--- src/rtl/lcd_wr_sched.sv ---
// Frame-synchronous slot write scheduler: Wishbone writes are queued and drained into the
// LCD slot registers only during vertical blanking. Define LCD_WR_SCHED_FRAMECNT_EN for the frame counter.
module lcd_wr_sched #(
    parameter int DEPTH     = 16,
    parameter int NSLOTS    = 28,
    parameter int V_ACTIVE  = 480,
    parameter int BURST_MAX = 8
) (
    input  logic        clk,
    input  logic        reset,
    input  logic [9:0]  pixel_y,
    input  logic        wb_stb_i,
    input  logic        wb_cyc_i,
    input  logic        wb_we_i,
    input  logic [31:0] wb_adr_i,
    input  logic [31:0] wb_dat_i,
    output logic [31:0] wb_dat_o,
    output logic        wb_ack_o,
    output logic        slot_we,
    output logic [4:0]  slot_idx,
    output logic [13:0] slot_dat
);
    localparam int AW = $clog2(DEPTH);
    localparam int BW = $clog2(BURST_MAX + 1);

    typedef enum logic [1:0] {IDLE, DRAIN, HOLD} state_t;

    state_t        state;
    logic [18:0]   mem [DEPTH];
    logic [AW-1:0] rd_ptr, wr_ptr;
    logic [AW:0]   count;
    logic [BW-1:0] budget;
    logic          ack_q, blank_r, en, flush_q, ovf, badidx;
    logic [15:0]   frame_cnt;
    logic          acc, wr, rd, blank, rise, full, empty, pop, q_wr, bad, push;
    logic [31:0]   rdata;

    assign acc   = wb_stb_i & wb_cyc_i & ~ack_q;
    assign wr    = acc & wb_we_i;
    assign rd    = acc & ~wb_we_i;
    assign blank = {22'd0, pixel_y} >= V_ACTIVE;
    assign rise  = blank & ~blank_r;
    assign full  = count == (AW+1)'(DEPTH);
    assign empty = count == '0;
    assign q_wr  = wr && wb_adr_i[3:2] == 2'd0;
    assign bad   = {27'd0, wb_dat_i[20:16]} >= NSLOTS;
    // Popping stops the moment blank drops so at most one write lands on the first active line.
    assign pop   = state == DRAIN && en && blank && !empty && budget != '0 && !flush_q;
    assign push  = q_wr && !bad && (!full || pop) && !flush_q;

    assign wb_ack_o = wb_stb_i & wb_cyc_i & ack_q;

    always_comb begin
        rdata = '0;
        case (wb_adr_i[3:2])
            2'd1:    rdata = {frame_cnt, 4'd0, badidx, ovf, empty, full, 3'd0, 5'(count)};
            2'd2:    rdata = {31'd0, en};
            default: rdata = '0;
        endcase
    end

    always_ff @(posedge clk) begin
        if (push) mem[wr_ptr] <= {wb_dat_i[20:16], wb_dat_i[13:0]};
    end

`ifdef LCD_WR_SCHED_FRAMECNT_EN
    always_ff @(posedge clk) begin
        if (reset)     frame_cnt <= '0;
        else if (rise) frame_cnt <= frame_cnt + 16'd1;
    end
`else
    assign frame_cnt = '0;
`endif

    always_ff @(posedge clk) begin
        if (reset) begin
            state    <= IDLE;
            ack_q    <= 1'b0;
            wb_dat_o <= '0;
            blank_r  <= 1'b0;
            flush_q  <= 1'b0;
            en       <= 1'b1;
            ovf      <= 1'b0;
            badidx   <= 1'b0;
            rd_ptr   <= '0;
            wr_ptr   <= '0;
            count    <= '0;
            budget   <= '0;
            slot_we  <= 1'b0;
            slot_idx <= '0;
            slot_dat <= '0;
        end else begin
            ack_q    <= acc;
            wb_dat_o <= rd ? rdata : '0;
            blank_r  <= blank;
            flush_q  <= wr && wb_adr_i[3:2] == 2'd2 && wb_dat_i[1];

            if (wr && wb_adr_i[3:2] == 2'd1) begin
                if (wb_dat_i[10]) ovf    <= 1'b0;
                if (wb_dat_i[11]) badidx <= 1'b0;
            end
            if (q_wr && !flush_q) begin
                if (bad)               badidx <= 1'b1;
                else if (full && !pop) ovf    <= 1'b1;
            end
            if (wr && wb_adr_i[3:2] == 2'd2) en <= wb_dat_i[0];

            if (flush_q) begin
                rd_ptr <= '0;
                wr_ptr <= '0;
                count  <= '0;
            end else begin
                if (push) wr_ptr <= wr_ptr + 1'b1;
                if (pop)  rd_ptr <= rd_ptr + 1'b1;
                if (push && !pop)      count <= count + 1'b1;
                else if (pop && !push) count <= count - 1'b1;
            end

            slot_we <= pop;
            if (pop) begin
                slot_idx <= mem[rd_ptr][18:14];
                slot_dat <= mem[rd_ptr][13:0];
            end

            if (!en) state <= IDLE;
            else begin
                case (state)
                    IDLE: if (rise) begin
                        budget <= BW'(BURST_MAX);
                        state  <= DRAIN;
                    end
                    DRAIN: begin
                        if (pop) budget <= budget - 1'b1;
                        if (!blank)             state <= IDLE;
                        else if (budget == '0)  state <= HOLD;
                    end
                    HOLD: if (!blank) state <= IDLE;
                    default: state <= IDLE;
                endcase
            end
        end
    end

    logic unused_ok;
    assign unused_ok = &{1'b0, wb_adr_i[31:4], wb_adr_i[1:0], wb_dat_i[31:21], wb_dat_i[15:14]};
endmodule

--- config.mk ---
export PLATFORM = sky130hd
export DESIGN_NAME = lcd_wr_sched
export DESIGN_NICKNAME = d
export VERILOG_FILES = /design/src/rtl/lcd_wr_sched.sv
export SDC_FILE = /design/constraint.sdc
export NUM_CORES = 1
export LEC_CHECK = 0
export ABC_AREA = 1
export CORE_MARGIN = 4
export CORE_UTILIZATION = 68
export CTS_CLUSTER_SIZE = 10
export DETAILED_ROUTE_END_ITERATION = 8
export DONT_BUFFER_PORTS = 1
export PLACE_DENSITY = 0.87
export SETUP_SLACK_MARGIN = 0.3
export SYNTH_ARGS = -nofsm -noshare
export SYNTH_HDL_FRONTEND = slang
export SYNTH_SLANG_ARGS = --single-unit
export TNS_END_PERCENT = 20
--- constraint.sdc ---
create_clock -name clk -period 4 [get_ports clk]
set_input_delay 0.2 -clock clk [delete_from_list [all_inputs] [get_ports clk]]
set_output_delay 0.2 -clock clk [all_outputs]
set_load 0.01 [all_outputs]
==> flow_metrics.env <==
export IMPL_die_x_um=155
export IMPL_synth_ff_type="edfxtp_1"
export IMPL_synthTopCellsByArea="edfxtp_1 62%, nor2_1 9.9%, dfxtp_1 7.3%"
export IMPL_die_h_um=155
export IMPL_n_fill_cell=1174
export IMPL_cts_root_buf="clkbuf_16"
export IMPL_cpMostUsedCell="nand2_2"
export IMPL_cts_sinks=358
export IMPL_grt_setup_unrepaired="no"
export IMPL_wl_per_cell_um=21.2
export IMPL_status="complete, no violations"
export IMPL_synth_async_reset_ratio_pct=0
export IMPL_clock_fmax_mhz=323
export IMPL_hold_viol_final=0
export IMPL_layout_nets=1459
export IMPL_setup_worst_path_end_class="register"
export IMPL_h_tree_depth=2
export IMPL_cp_arrival_ps=3300
export IMPL_areaGrowthSynthToFinish_pct=10.5
export IMPL_seq_area_frac_synth_pct=69.2
export IMPL_cp_buffers_inverters=3
export IMPL_power_frac_seq_pct=53.4
export IMPL_worst_path_max_delay_cell="nor2_2"
export IMPL_cts_tree="built"
export IMPL_insertion_delay_ps=520
export IMPL_leakagePower_nw=5.84
export IMPL_drive_above_1_share_pct=7.06
export IMPL_detail_route_antenna_nets=0
export IMPL_worstSetupPathType="reg -> reg"
export IMPL_p_int_mw=6.06
export IMPL_drtIter0Drc=1356
export IMPL_track_usage_pct=29.6
export IMPL_place_congestion=0.836
export IMPL_detailroute_via_count=10300
export IMPL_synth_ff_latch_count=358
export IMPL_synth_commonest_cells="388 x nor2_1, 304 x edfxtp_1, 159 x nand3_1"
export IMPL_final_core_util_pct=77.0
export IMPL_syn_instance_count=1344
export IMPL_yosys_area_top_type="edfxtp_1"
export IMPL_tns_ps=0
export IMPL_p_per_area_nw_per_um2=470
export IMPL_synth_edf_count=304
export IMPL_synth_cell_type_count=33
export IMPL_clkPwrFrac_pct=42.1
export IMPL_finalSetupViolCount=0
export IMPL_grt_pass1_wl_um=55000
export IMPL_dieArea_um2=24100
export IMPL_tightest_slew_ps=1220
export IMPL_yosys_area_top_type_share_pct=61.9
export IMPL_ios=132
export IMPL_vias_per_cell=6.17
export IMPL_finalCritPeriodShare_pct=77.4
export IMPL_syn_area_um2=14700
export IMPL_vdd_ir_drop_max_mv=0.371
export IMPL_path_cells="inv_1, ha_1, nand3_1, nand2_2, nor2_4, nand2_2, nand2_2, nand2_2, inv_2, nand2_1, nor2_2, buf_4"
export IMPL_slowest_delay_ps=600
export IMPL_power_share_switching_pct=20.8
export IMPL_synth_warning_count=0
export IMPL_grt_overflow=0
export IMPL_antenna_found_initial=2
export IMPL_drc=0
export IMPL_grt_max_degree=155
export IMPL_slew_headroom_pct=18.8
export IMPL_rows=53
export IMPL_routed_wl_um=35300
export IMPL_firstDrtPassIters=6
export IMPL_path_delay_family="simple AND/OR/NAND/NOR gates"
export IMPL_core_area_um2=21200
export IMPL_synth_avg_cell_area_um2=11.0
export IMPL_power_frac_comb_pct=4.5
export IMPL_fin_skew_ps=16.4
export IMPL_cts_path_max_buffers=3
export IMPL_cts_post_setup_buffers_inserted=0
export IMPL_grt_pass1_vias=10300
export IMPL_start_util_pct=69.7
export IMPL_portBuffers=0
export IMPL_cp_start_kind="register"
export IMPL_cp_required_ps=4210
export IMPL_dp_hpwl_um=18200
export IMPL_period_needed_ps=3100
export IMPL_drv_slew=0
export IMPL_rrSetupSlack_ps=900
export IMPL_max_cap_violations=0
export IMPL_clk_transition_reported_paths_ps=50
export IMPL_p_sw_mw=1.59
export IMPL_cts_buffers=41
export IMPL_synthMostInstantiatedCell="nor2_1"
export IMPL_path_max_fanout=11
export IMPL_hold_path_class="in -> reg"
==> worst min-delay path: stages <==
cell and delay, ps:
nand2_1 60, o21bai_1 100, nand3_1 100, nor3_1 40
==> registers in the layout (all words and copies together), names as in the netlist, 2 cells and up <==
signal and count:
slot_dat 14, state 2, wr_ptr 4, mem 304, count 5, rd_ptr 4, slot_idx 5, budget 4
wb_dat_o 9
==> placed cells by master (no fill, tap or decap) <==
| cell type | netlist | layout |
|---|---|---|
| inv_4 | 1 | 1 |
| nor3_1 | 1 | 1 |
| o21ai_0 | 155 | 155 |
| nand3_1 | 159 | 159 |
| nor2_4 | 3 | 3 |
| nor4b_1 | 1 | 1 |
| diode_2 | 0 | 1 |
| nand2_4 | 1 | 1 |
| dfxtp_1 | 54 | 52 |
| nor2_1 | 388 | 372 |
| dfxtp_4 | 0 | 1 |
| fa_1 | 1 | 1 |
| xnor2_1 | 2 | 2 |
| nand2_2 | 4 | 4 |
| o21bai_1 | 1 | 1 |
| xor2_1 | 6 | 6 |
| nand2_1 | 66 | 66 |
| clkbuf_16 | 0 | 41 |
| nand3b_1 | 1 | 1 |
| buf_12 | 0 | 2 |
| o31ai_1 | 1 | 1 |
| dlygate4sd3_1 | 0 | 25 |
| buf_4 | 27 | 23 |
| nor2_2 | 1 | 17 |
| o21ai_1 | 5 | 5 |
| nand4_1 | 2 | 2 |
| clkinv_2 | 0 | 1 |
| clkbuf_1 | 33 | 25 |
| and3_1 | 1 | 1 |
| inv_1 | 55 | 55 |
| dfxtp_2 | 0 | 1 |
| edfxtp_1 | 304 | 304 |
| inv_2 | 3 | 2 |
| a21oi_1 | 18 | 18 |
| conb_1 | 1 | 23 |
| inv_6 | 1 | 1 |
| ha_1 | 14 | 14 |
==> through the flow <==
stage	area (um^2)	setup slack (ps)	power, mW	hold slack, ps	instances
after CTS	16300	950	7.65	1.22	1663
final	16300	904	7.65	32.4	1664
after floorplan	14800	1480	4.40	299	1366
after global placement	14900	1150	4.41	274	1571
after detailed placement	14900	1050	4.42	276	1571
after global routing	16300	618	7.88	66.4	1663
==> final timing paths <==
check              from            to  cells after the start
min          pixel_y[7]      state[1]                      4
max reg2reg   budget[0]     mem[2][5]                     12
max           budget[0]     mem[2][5]                     12
min reg2reg         ovf  wb_dat_o[10]                      2
==> area by class of cell <==
class / instances / area [um^2] / area share, %
sequential: 358 / 10200 / 62.7
multi-input combinational: 854 / 3910 / 24.0
clock buffer: 66 / 1120 / 6.87
timing repair buffer: 50 / 463 / 2.84
tap: 275 / 344 / 2.11
inverter: 60 / 234 / 1.44
antenna: 1 / 2.50 / 0.0154
==> per-layer routing <==
| layer | routed length (um) | part of all wire (%) | vias to the layer above | GRT usage [%] |
|---|---|---|---|---|
| met4 | 1540 | 4.4 | 2 | 12.7 |
| met1 | 12400 | 35 | 4847 | 37.9 |
| met5 | 13 | 0.037 | - | 0 |
| li1 | - | - | 4607 | - |
| met2 | 17300 | 49 | 687 | 49.2 |
| met3 | 3990 | 11 | 130 | 6.84 |
==> power by group through the flow <==
stage / Combinational (mW) / Clock (mW) / Sequential, mW
6_report: 0.345 / 3.22 / 4.09
5_1_grt: 0.386 / 3.41 / 4.09
4_1_cts: 0.333 / 3.23 / 4.09
3_5_place_dp: 0.257 / 0 / 4.17
3_3_place_gp: 0.247 / 0 / 4.16
2_1_floorplan: 0.235 / 0 / 4.16
==> cell families (layout without fill, tap and decap cells) <==
kind of cell / after synthesis / count (layout) / synth area share [%]
AO/OA/AOI/OAI: 180 / 180 / 6.14
XOR/XNOR: 8 / 8 / 0.475
adder cells (fa/ha/maj): 15 / 15 / 1.32
buffers and inverters: 154 / 176 / 5.07
flip-flops: 358 / 358 / 69.2
other: 1 / 24 / 0.0254
AND/OR/NAND/NOR: 628 / 628 / 17.7
==> timing repair <==
| item | CTS | global route |
|---|---|---|
| setup endpoints to repair | 0 | 0 |
| endpoints found under the hold margin | 347 | 0 |
| gates resized for setup | 0 | 0 |
| hold buffers | 26 | 0 |
Power figures use the tool's default switching activity.
